--- src/rtl/exec_pkg.sv ---
// Shared types, field positions and ALU/forwarding helpers for the EX stage.
package exec_pkg;

    localparam int unsigned WIDTH      = 24;
    localparam int unsigned IDX        = 4;
    localparam int unsigned IN_W       = 123;
    localparam int unsigned OUT_W      = 56;
    localparam int unsigned DIV_CYCLES = 24;
    localparam int unsigned CNT_W      = 5;
    localparam int unsigned CTRL_W     = 4;
    localparam int unsigned SHAMT_W    = 5;

    // ID/EX bundle field positions
    localparam int unsigned OPCODE_LSB     = 117;  // opType/opCode, not used in EX
    localparam int unsigned IMM_SRC_BIT    = 116;
    localparam int unsigned BRANCH_BIT     = 115;
    localparam int unsigned MEM_WRITE_BIT  = 114;
    localparam int unsigned MEM_TO_REG_BIT = 113;
    localparam int unsigned REG_WRITE_BIT  = 112;
    localparam int unsigned CTRL_LSB       = 108;
    localparam int unsigned RA_LSB         = 104;
    localparam int unsigned RD1_LSB        = 80;
    localparam int unsigned RB_LSB         = 76;
    localparam int unsigned RD2_LSB        = 52;
    localparam int unsigned RC_LSB         = 48;
    localparam int unsigned RD3_LSB        = 24;
    localparam int unsigned IMM_LSB        = 0;

    typedef enum logic [CTRL_W-1:0] {
        ALU_ADD = 4'd0,
        ALU_SUB = 4'd1,
        ALU_MUL = 4'd2,
        ALU_DIV = 4'd3,
        ALU_MOD = 4'd4,
        ALU_AND = 4'd5,
        ALU_OR  = 4'd6,
        ALU_XOR = 4'd7,
        ALU_SLL = 4'd8,
        ALU_SRL = 4'd9,
        ALU_SLT = 4'd10
    } alu_op_e;

    typedef enum logic [1:0] {
        ST_IDLE = 2'd0,
        ST_RUN  = 2'd1,
        ST_DONE = 2'd2
    } state_e;

    // EX/MEM bundle, MSB first
    typedef struct packed {
        logic             reg_write;
        logic             mem_to_reg;
        logic             mem_write;
        logic             branch_taken;
        logic [WIDTH-1:0] alu_result;
        logic [WIDTH-1:0] store_data;
        logic [IDX-1:0]   rc;
    } exmem_t;

    // Single-cycle ALU; DIV/MOD yield 0 here and are handled by the divider when present
    function automatic logic [WIDTH-1:0] alu_calc(input logic [CTRL_W-1:0] ctrl,
                                                  input logic [WIDTH-1:0]  a,
                                                  input logic [WIDTH-1:0]  b);
        logic [WIDTH-1:0] r;
        r = b;
        case (ctrl)
            ALU_ADD: r = a + b;
            ALU_SUB: r = a - b;
            ALU_MUL: r = a * b;
            ALU_DIV: r = '0;
            ALU_MOD: r = '0;
            ALU_AND: r = a & b;
            ALU_OR:  r = a | b;
            ALU_XOR: r = a ^ b;
            ALU_SLL: r = (b[SHAMT_W-1:0] >= SHAMT_W'(WIDTH)) ? '0 : (a << b[SHAMT_W-1:0]);
            ALU_SRL: r = (b[SHAMT_W-1:0] >= SHAMT_W'(WIDTH)) ? '0 : (a >> b[SHAMT_W-1:0]);
            ALU_SLT: r = WIDTH'($signed(a) < $signed(b));
            default: r = b;
        endcase
        return r;
    endfunction

    // Operand bypass: EX/MEM result first, then writeback, never for r0
    function automatic logic [WIDTH-1:0] fwd_sel(input logic [IDX-1:0]   idx,
                                                 input logic [WIDTH-1:0] val,
                                                 input logic             ex_wr,
                                                 input logic [IDX-1:0]   ex_rc,
                                                 input logic [WIDTH-1:0] ex_val,
                                                 input logic             wb_we,
                                                 input logic [IDX-1:0]   wb_rd,
                                                 input logic [WIDTH-1:0] wb_val);
        logic [WIDTH-1:0] r;
        r = val;
        if (idx != '0) begin
            if (ex_wr && (ex_rc == idx)) begin
                r = ex_val;
            end else if (wb_we && (wb_rd == idx)) begin
                r = wb_val;
            end
        end
        return r;
    endfunction

endpackage

--- src/rtl/seq_divider.sv ---
// Iterative restoring divider: one quotient bit per step, DIV_CYCLES steps.
// Divide by zero naturally gives quotient all-ones and remainder = dividend.
// Built only when EXEC_DIVIDER_EN is defined.
`ifdef EXEC_DIVIDER_EN
module seq_divider
    import exec_pkg::*;
(
    input  logic             clk,
    input  logic             rst,
    input  logic             start,
    input  logic             step,
    input  logic [WIDTH-1:0] dividend,
    input  logic [WIDTH-1:0] divisor,
    output logic             busy,
    output logic             done,
    output logic [WIDTH-1:0] quotient,
    output logic [WIDTH-1:0] remainder
);

    logic [WIDTH-1:0] dvs_q;
    logic [CNT_W-1:0] cnt_q;
    logic [WIDTH:0]   trial;
    logic             fits;
    logic [WIDTH-1:0] rem_next;

    // Shift in the next dividend bit and try the subtraction
    always_comb begin
        trial    = {remainder, quotient[WIDTH-1]};
        fits     = (trial >= {1'b0, dvs_q});
        rem_next = fits ? WIDTH'(trial - {1'b0, dvs_q}) : WIDTH'(trial);
    end

    // Quotient shifts left while the dividend bits are consumed from its top
    always_ff @(posedge clk) begin
        if (rst) begin
            quotient  <= '0;
            remainder <= '0;
            dvs_q     <= '0;
            cnt_q     <= '0;
            busy      <= 1'b0;
            done      <= 1'b0;
        end else if (start) begin
            quotient  <= dividend;
            remainder <= '0;
            dvs_q     <= divisor;
            cnt_q     <= '0;
            busy      <= 1'b1;
            done      <= 1'b0;
        end else if (step && busy) begin
            quotient  <= {quotient[WIDTH-2:0], fits};
            remainder <= rem_next;
            if (cnt_q == CNT_W'(DIV_CYCLES - 1)) begin
                cnt_q <= '0;
                busy  <= 1'b0;
                done  <= 1'b1;
            end else begin
                cnt_q <= cnt_q + CNT_W'(1);
            end
        end
    end

endmodule
`endif

--- src/rtl/execute_stage.sv ---
// EX stage: operand forwarding, ALU, branch compare and the EX/MEM register.
// Define EXEC_DIVIDER_EN to build the multi-cycle divider and its stall FSM;
// otherwise DIV/MOD complete in one cycle with result 0 and stall is tied low.
module execute_stage
    import exec_pkg::*;
(
    input  logic             clk,
    input  logic             rst,
    input  logic             en,
    input  logic [IN_W-1:0]  bufferIn,
    input  logic             WE,
    input  logic [IDX-1:0]   Rd,
    input  logic [WIDTH-1:0] WD,
    output logic             stall,
    output logic [OUT_W-1:0] bufferOut
);

    logic [CTRL_W-1:0] alu_ctrl;
    logic              imm_src;
    logic              branch_flag;
    logic              mem_write;
    logic              mem_to_reg;
    logic              reg_write;
    logic [IDX-1:0]    ra;
    logic [IDX-1:0]    rb;
    logic [IDX-1:0]    rc;
    logic [WIDTH-1:0]  rd1;
    logic [WIDTH-1:0]  rd2;
    logic [WIDTH-1:0]  rd3;
    logic [WIDTH-1:0]  ext_imm;
    logic [WIDTH-1:0]  op_a;
    logic [WIDTH-1:0]  op_b;
    logic [WIDTH-1:0]  rd2_fwd;
    logic [WIDTH-1:0]  store_data;
    logic              ex_fwd;
    logic              unused_op;
    exmem_t            issue;
    exmem_t            out_q;
    exmem_t            out_d;

    assign alu_ctrl    = bufferIn[CTRL_LSB +: CTRL_W];
    assign imm_src     = bufferIn[IMM_SRC_BIT];
    assign branch_flag = bufferIn[BRANCH_BIT];
    assign mem_write   = bufferIn[MEM_WRITE_BIT];
    assign mem_to_reg  = bufferIn[MEM_TO_REG_BIT];
    assign reg_write   = bufferIn[REG_WRITE_BIT];
    assign ra          = bufferIn[RA_LSB +: IDX];
    assign rb          = bufferIn[RB_LSB +: IDX];
    assign rc          = bufferIn[RC_LSB +: IDX];
    assign rd1         = bufferIn[RD1_LSB +: WIDTH];
    assign rd2         = bufferIn[RD2_LSB +: WIDTH];
    assign rd3         = bufferIn[RD3_LSB +: WIDTH];
    assign ext_imm     = bufferIn[IMM_LSB +: WIDTH];
    assign unused_op   = ^bufferIn[IN_W-1:OPCODE_LSB];

    // Forward operands and form the single-cycle EX/MEM payload
    always_comb begin
        ex_fwd     = out_q.reg_write & ~out_q.mem_to_reg;
        op_a       = fwd_sel(ra, rd1, ex_fwd, out_q.rc, out_q.alu_result, WE, Rd, WD);
        rd2_fwd    = fwd_sel(rb, rd2, ex_fwd, out_q.rc, out_q.alu_result, WE, Rd, WD);
        store_data = fwd_sel(rc, rd3, ex_fwd, out_q.rc, out_q.alu_result, WE, Rd, WD);
        op_b       = imm_src ? ext_imm : rd2_fwd;

        issue.reg_write    = reg_write;
        issue.mem_to_reg   = mem_to_reg;
        issue.mem_write    = mem_write;
        issue.branch_taken = branch_flag & (store_data == op_a);
        issue.alu_result   = alu_calc(alu_ctrl, op_a, op_b);
        issue.store_data   = store_data;
        issue.rc           = rc;
    end

`ifdef EXEC_DIVIDER_EN
    state_e            state_q;
    state_e            state_d;
    logic [CNT_W-1:0]  cnt_q;
    logic [CNT_W-1:0]  cnt_d;
    exmem_t            hold_q;
    exmem_t            hold_d;
    logic              mod_q;
    logic              mod_d;
    logic              is_div;
    logic              div_start;
    logic              div_step;
    logic              div_busy;
    logic              div_done;
    logic              unused_div;
    logic [WIDTH-1:0]  quotient;
    logic [WIDTH-1:0]  remainder;

    assign is_div = (alu_ctrl == ALU_DIV) || (alu_ctrl == ALU_MOD);

    seq_divider u_div (
        .clk       (clk),
        .rst       (rst),
        .start     (div_start),
        .step      (div_step),
        .dividend  (op_a),
        .divisor   (op_b),
        .busy      (div_busy),
        .done      (div_done),
        .quotient  (quotient),
        .remainder (remainder)
    );

    // The FSM counter tracks the divider in lockstep, so its status is informational
    assign unused_div = div_busy ^ div_done;

    // Divide sequencing: stall decode, push bubbles, then emit the latched result
    always_comb begin
        state_d   = state_q;
        cnt_d     = cnt_q;
        hold_d    = hold_q;
        mod_d     = mod_q;
        out_d     = out_q;
        stall     = 1'b0;
        div_start = 1'b0;
        div_step  = 1'b0;
        case (state_q)
            ST_IDLE: begin
                if (is_div) begin
                    stall = en;
                    if (en) begin
                        div_start = 1'b1;
                        hold_d    = issue;
                        mod_d     = (alu_ctrl == ALU_MOD);
                        cnt_d     = '0;
                        out_d     = '0;
                        state_d   = ST_RUN;
                    end
                end else if (en) begin
                    out_d = issue;
                end
            end
            ST_RUN: begin
                stall = 1'b1;
                if (en) begin
                    div_step = 1'b1;
                    out_d    = '0;
                    if (cnt_q == CNT_W'(DIV_CYCLES - 1)) begin
                        cnt_d   = '0;
                        state_d = ST_DONE;
                    end else begin
                        cnt_d = cnt_q + CNT_W'(1);
                    end
                end
            end
            ST_DONE: begin
                if (en) begin
                    out_d            = hold_q;
                    out_d.alu_result = mod_q ? remainder : quotient;
                    state_d          = ST_IDLE;
                end
            end
            default: begin
                state_d = ST_IDLE;
            end
        endcase
    end

    // Divide FSM state, step counter and latched control fields
    always_ff @(posedge clk) begin
        if (rst) begin
            state_q <= ST_IDLE;
            cnt_q   <= '0;
            hold_q  <= '0;
            mod_q   <= 1'b0;
        end else begin
            state_q <= state_d;
            cnt_q   <= cnt_d;
            hold_q  <= hold_d;
            mod_q   <= mod_d;
        end
    end
`else
    assign stall = 1'b0;

    // Every op issues in one cycle when enabled
    always_comb begin
        out_d = out_q;
        if (en) begin
            out_d = issue;
        end
    end
`endif

    // EX/MEM pipeline register
    always_ff @(posedge clk) begin
        if (rst) begin
            out_q <= '0;
        end else begin
            out_q <= out_d;
        end
    end

    assign bufferOut = out_q;

endmodule

--- config.mk ---
export PLATFORM = sky130hd
export DESIGN_NAME = execute_stage
export DESIGN_NICKNAME = d
export VERILOG_FILES = /design/src/rtl/exec_pkg.sv /design/src/rtl/seq_divider.sv /design/src/rtl/execute_stage.sv
export SDC_FILE = /design/constraint.sdc
export NUM_CORES = 1
export LEC_CHECK = 0
export BUFFER_PORTS_ARGS = -buffer_cell sky130_fd_sc_hd__buf_2
export CORE_AREA = 2 2 155 233
export CTS_BUF_LIST = sky130_fd_sc_hd__clkbuf_8
export CTS_CLUSTER_DIAMETER = 80
export DETAILED_ROUTE_END_ITERATION = 6
export DIE_AREA = 0 0 157 235
export MAX_ROUTING_LAYER = met4
export PLACE_DENSITY = 0.74
export SYNTH_ARGS = -nofsm -noshare
export SYNTH_HDL_FRONTEND = slang
export SYNTH_SLANG_ARGS = --single-unit
--- constraint.sdc ---
create_clock -name clk -period 10.17 [get_ports clk]
set_input_delay 1.017 -clock clk [delete_from_list [all_inputs] [get_ports clk]]
set_output_delay 1.017 -clock clk [all_outputs]
set_load 0.01 [all_outputs]
Word-level counts from Yosys, hierarchy flattened
Index checks and enable logic that the tools add are counted.
{ "word_totals": {"reg_bits": 56, "mem_bits_ro": 0, "wordCells": 61, "memories": 0, "mem_bits_rw": 0, "in_bits": 155, "out_inout_bits": 57, "latchBits": 0} }
{ "classes": {"mux": 13, "n_reduce_logical": 11, "n_eq_ne": 17, "multipliers": 1, "shift": 2, "bitwise_logic": 6, "order_cmp": 2, "addsub": 2, "n_div": 0} }
{ "op_table": {"columns": ["cell", "count"], "rows": [
  ["24-bit two-way mux", 12],
  ["24-bit one-hot mux with 10 select lines", 1],
  ["24-bit adder", 1],
  ["24-bit bitwise AND", 1],
  ["24-bit == test", 1],
  ["4-bit == test", 6],
  ["24-bit less-than comparator", 1],
  ["24-bit by 24-bit multiplier with 24-bit output", 1],
  ["24-bit OR", 1],
  ["24-bit by 5-bit left shift with 24-bit output", 1],
  ["24-bit by 5-bit >> shifter with 24-bit output", 1],
  ["24-bit subtractor", 1],
  ["24-bit XOR", 1],
  ["4-bit by 3-bit == test with 1-bit output (second input constant)", 4],
  ["4-bit == test (second input constant)", 3],
  ["4-bit nonzero test", 3],
  ["4-bit by 2-bit == test with 1-bit output (second input constant)", 2],
  ["1-bit logical AND", 6],
  ["5-bit greater-or-equal comparator (second input constant)", 1],
  ["4-bit by 1-bit == test with 1-bit output (second input constant)", 1],
  ["4-bit logical NOT", 1],
  ["1-bit bitwise AND", 2],
  ["2-bit OR reduction", 1],
  ["1-bit NOT", 1]
]} }

Depth between registers and ports, before layout
{ "depth": {"depth_word": 9, "ltp_mapped": 38, "ltp_nobuf": 32} }

Worst setup path after synthesis
Ideal clock, no wire load.
{ "synth_path": {"path_kind": "input to register", "start": "input port bufferIn[79]", "end": "register out_q (netlist bit bufferOut[51])", "path_stages": 34, "setup_slack_ns": 1.183, "t_required_ns": 10.054, "setup_ns": 0.116, "n_path_buf": 6, "arrival_ns": 8.871, "cell_sequence": "xor2_1 -> nor3_4 -> a22o_1 -> buf_6 -> nand2_4 -> buf_8 -> buf_8 -> o221ai_2 -> clkbuf_1 -> buf_1 -> buf_1 -> nand2_1 -> fa_1 -> inv_1 -> fa_1 -> inv_1 -> fa_1 -> inv_1 -> ha_1 -> fa_1 -> fa_1 -> inv_1 -> fa_1 -> inv_1 -> ha_1 -> nand3_1 -> o21ai_0 -> a41oi_1 -> a31o_2 -> nand2b_1 -> a32oi_1 -> xnor2_1 -> o221ai_1 -> a41o_1"} }
{ "synth_between": {"elab_chain_len": 9, "elab_cells_between_ends": 21, "classes_between": "add/sub (2); mul (1); order compare (1); eq/ne (2); shift (2); mux (7); bitwise (3); reduce/logical (3)"} }
{ "synth_rtl": {"columns": ["element", "line_no", "source"], "rows": [
  ["start, declared", "execute_stage.sv:10", "input logic [IN_W-1:0] bufferIn,"],
  ["4-bit == test", "exec_pkg.sv:97", "end else if (wb_we && (wb_rd == idx)) begin"],
  ["1-bit logical AND", "exec_pkg.sv:97", null],
  ["24-bit two-way mux", "exec_pkg.sv:97", null],
  ["24-bit two-way mux", "exec_pkg.sv:95", "if (ex_wr && (ex_rc == idx)) begin"],
  ["24-bit two-way mux (*)", "exec_pkg.sv:94", "if (idx != '0) begin"],
  ["24-bit two-way mux (*)", "execute_stage.sv:62", "op_b = imm_src ? ext_imm : rd2_fwd;"],
  ["parallel branches: the longest is 2 deep, another holds 24-bit by 24-bit multiplier with 24-bit output", null, null],
  ["24-bit one-hot mux with 10 select lines (*)", "exec_pkg.sv:66", "case (ctrl)"],
  ["end signal, assigned", "execute_stage.sv:192", "out_q <= out_d;"],
  ["end, declared", "execute_stage.sv:38", "exmem_t out_q;"]
]} }
Mark *: on every way between the ends.
A chain may end at the register's enable or synchronous reset.

Worst setup path after layout
Same ends and word-level chain as after synthesis.

==> flow_summary_export.csv <==
group,metric,value,unit
run_status,status,"complete, no violations",
route,drt-pass1-iter-count,6,
sta,final_hold_viol_count,0,
critical_path,crit_path_max_fanout,14,
sta,rsz0062_at_grt,"no",
global_routing,grt_usage,0.504,
sta,fmax,0.104,GHz
cells_and_area,layout_common_cells,"363 x inv_1, 292 x nor2_1, 271 x nand2_1",
yosys,synth_area,18600,sq um
sta,fin_worst_skew,0.0329,ns
clock_tree,cts_hold_buf,0,
hold_path,holdCritPathClass,"reg -> reg",
yosys,synth_compound_area_frac,0.192,
yosys,synth.distinct_cells,92,
place,place_area,20400,sq um
yosys,ys_warn_count,0,
die,ios,212,
route,drc,0,
place,hpwl,70.8,mm
cells_and_area,drive_above_1_share,0.146,
power,power.density,404,nW/um^2
cells_and_area,final_common_cell,"inv_1",
clock_tree,cts_tree,"yes",
clock_tree,ctsResizeCount,0,
cells_and_area,seqCellArea,1120,sq um
global_routing,grt_max_degree,61,
cells_and_area,nFillCells,3275,
route,wl_per_cell,29.3,um
yosys,synth.avg_cell_area,7.58,sq um
sta,worst_pin_slew,1.11,ns
job,maxCapViolCount,0,
cells_and_area,design.final.nets,3142,
sta,timing.final.crit_period,9.59,ns
power,leakage,10.3,nW
route,wl,90.7,mm
route,routed_via_density,6.54,
critical_path,required,10.45,ns
cells_and_area,multiInputGateArea,15400,sq um
critical_path,critPathMaxStageDelay,0.67,ns
critical_path,worstSetupStartpointType,"primary input",
critical_path,slowest_stage,"mux2i_1",
sta,period_share,0.943,
yosys,yosys.area_share.simple,0.177,
yosys,ys_seq_area_frac,0.0601,
yosys,synth-edff-count,0,
sta,relSlewSlack,0.257,
sta,slew_violations,0,
yosys,synthMuxAreaShare,0.0659,
critical_path,arrival,9.88,ns
clock_tree,cts_root_buf,"clkbuf_8",
clock_tree,cts_buffer_depth,2,
die,row_count,84,
yosys,synthCells,2459,
global_routing,grt_pass1_vias,20608,
cells_and_area,largest_register_ffs,56,
power,max-vdd-ir-drop,972,uV
yosys,synth_xor_xnor_area_share,0.0530,
die,core,34800,sq um
sta,finalSetupViolCount,0,
critical_path,timing_worst_setup_path_type,"in -> reg",
clock_tree,numCtsBuffers,5,
place,dp.cells,3082,
global_routing,antenna_found_initial,2,
critical_path,critPathCaptureType,"register",
die,die_w,157,um
clock_tree,path_clk_slew,0.16,ns
sta,finalSetupTns,0,ns
place,routabilityCongestion,1.07,
yosys,synthAdderAreaFrac,0.336,
clock_tree,clkSinkCount,56,
yosys,synth_flop_cell,"dfxtp_1",
clock_tree,htreeDepth,2,
route,dr_total_vias,20226,
yosys,synth_top_area_cell,"fa_1",
critical_path,cpMostUsedCell,"xnor2_1",
yosys,ys_top_cells_by_area,"fa_1 23%, ha_1 10%, inv_1 7.3%",
cells_and_area,stdcell_area,20500,sq um
cells_and_area,fin_cells,3093,
global_routing,overflow,0,
clock_tree,clk_latency,0.39,ns
die,die_h,235,um
die,start_util,0.536,
power,power.total,0.00827,W
route,dr.first_iter.drc_count,1949,
global_routing,grt_pass1_wl,131,mm
yosys,syn_nets,2985,
yosys,ys_seq_elements,56,
clock_tree,post-cts-setup-buffer-count,0,
yosys,synth_top_area_frac,0.231,
yosys,synthArstFlopShare,0,
die,dieArea,36900,sq um
cells_and_area,syn2layout_area_growth,9.87,%
yosys,synth_top_family_by_area,"adder cells",
route,ant_nets,0,
place,portBuffers,204,
synthesized netlist by cell type, drive strengths merged, types with 17 or more instances:
cell type  instances
nand2b            17
clkbuf           101
nor3              46
o211ai            24
nand2            274
xnor2             82
fa               215
o22ai             66
a21oi             87
mux2i            116
a221o             30
ha               156
buf               55
o21ai             89
o221ai            24
and3              27
and2              21
xor2              23
nand3             28
inv              375
nor2             293
dfxtp             56
a221oi            29
final timing paths:
path	from	cells past startpoint	slack, ns	endpoint
worst max register to register	bufferOut[3]	29	0.90	bufferOut[51]
worst min register to register	bufferOut[52]	2	0.49	bufferOut[52]
worst min-delay path	bufferOut[52]	2	0.49	bufferOut[52]
worst max-delay path	bufferIn[79]	30	0.58	bufferOut[51]
layer usage:
metal | GRT usage | wire [um]
met5 | - | 0
met4 | 0.475 | 11300
met3 | 0.149 | 10200
met2 | 0.762 | 40400
met1 | 0.515 | 28800
cell type report:
cell class | instances | share of cell area
clock inverters | 3 | 0.00141
flip-flops and latches | 56 | 0.0547
repair buffers | 306 | 0.0891
inverters | 386 | 0.0710
clock buffers | 5 | 0.00336
well taps | 473 | 0.0289
diodes | 3 | 0.000367
multi-input cells | 1861 | 0.751
power breakdown:
| group | total (W) | internal (W) | switching (W) | leakage, nW |
|---|---|---|---|---|
| clock network | 0.000164 | 0.0000527 | 0.000111 | 0.0511 |
| logic | 0.00781 | 0.00316 | 0.00465 | 9.75 |
| registers | 0.000292 | 0.000242 | 0.0000492 | 0.463 |
| total | 0.00827 | 0.00346 | 0.00481 | 10.3 |
worst max-delay path: cells and delay by family:
kind	cells	cell delay, ns
xor+xnor	10	2.22
mux	1	0.67
simple gates	3	0.76
compound gates	3	1.06
buf+inv	6	1.01
fa+ha+maj	7	3.13
cell families after synthesis:
family / Yosys count
compound gates: 498
other cells: 1
xor+xnor: 108
buf+inv: 542
simple gates: 761
mux: 122
fa+ha+maj: 371
flops: 56
stage by stage:
step / util / hold WS (ns) / worst slack [ns]
after floorplan: - / 0.491 / 1.18
after global placement: 0.586 / 0.457 / 0.696
after detailed placement: 0.586 / 0.460 / 0.550
after CTS: 0.589 / 0.485 / 0.934
after global routing: 0.589 / 0.521 / 0.538
final: 0.589 / 0.486 / 0.579
Note: power is estimated with default switching activity, not from simulation.
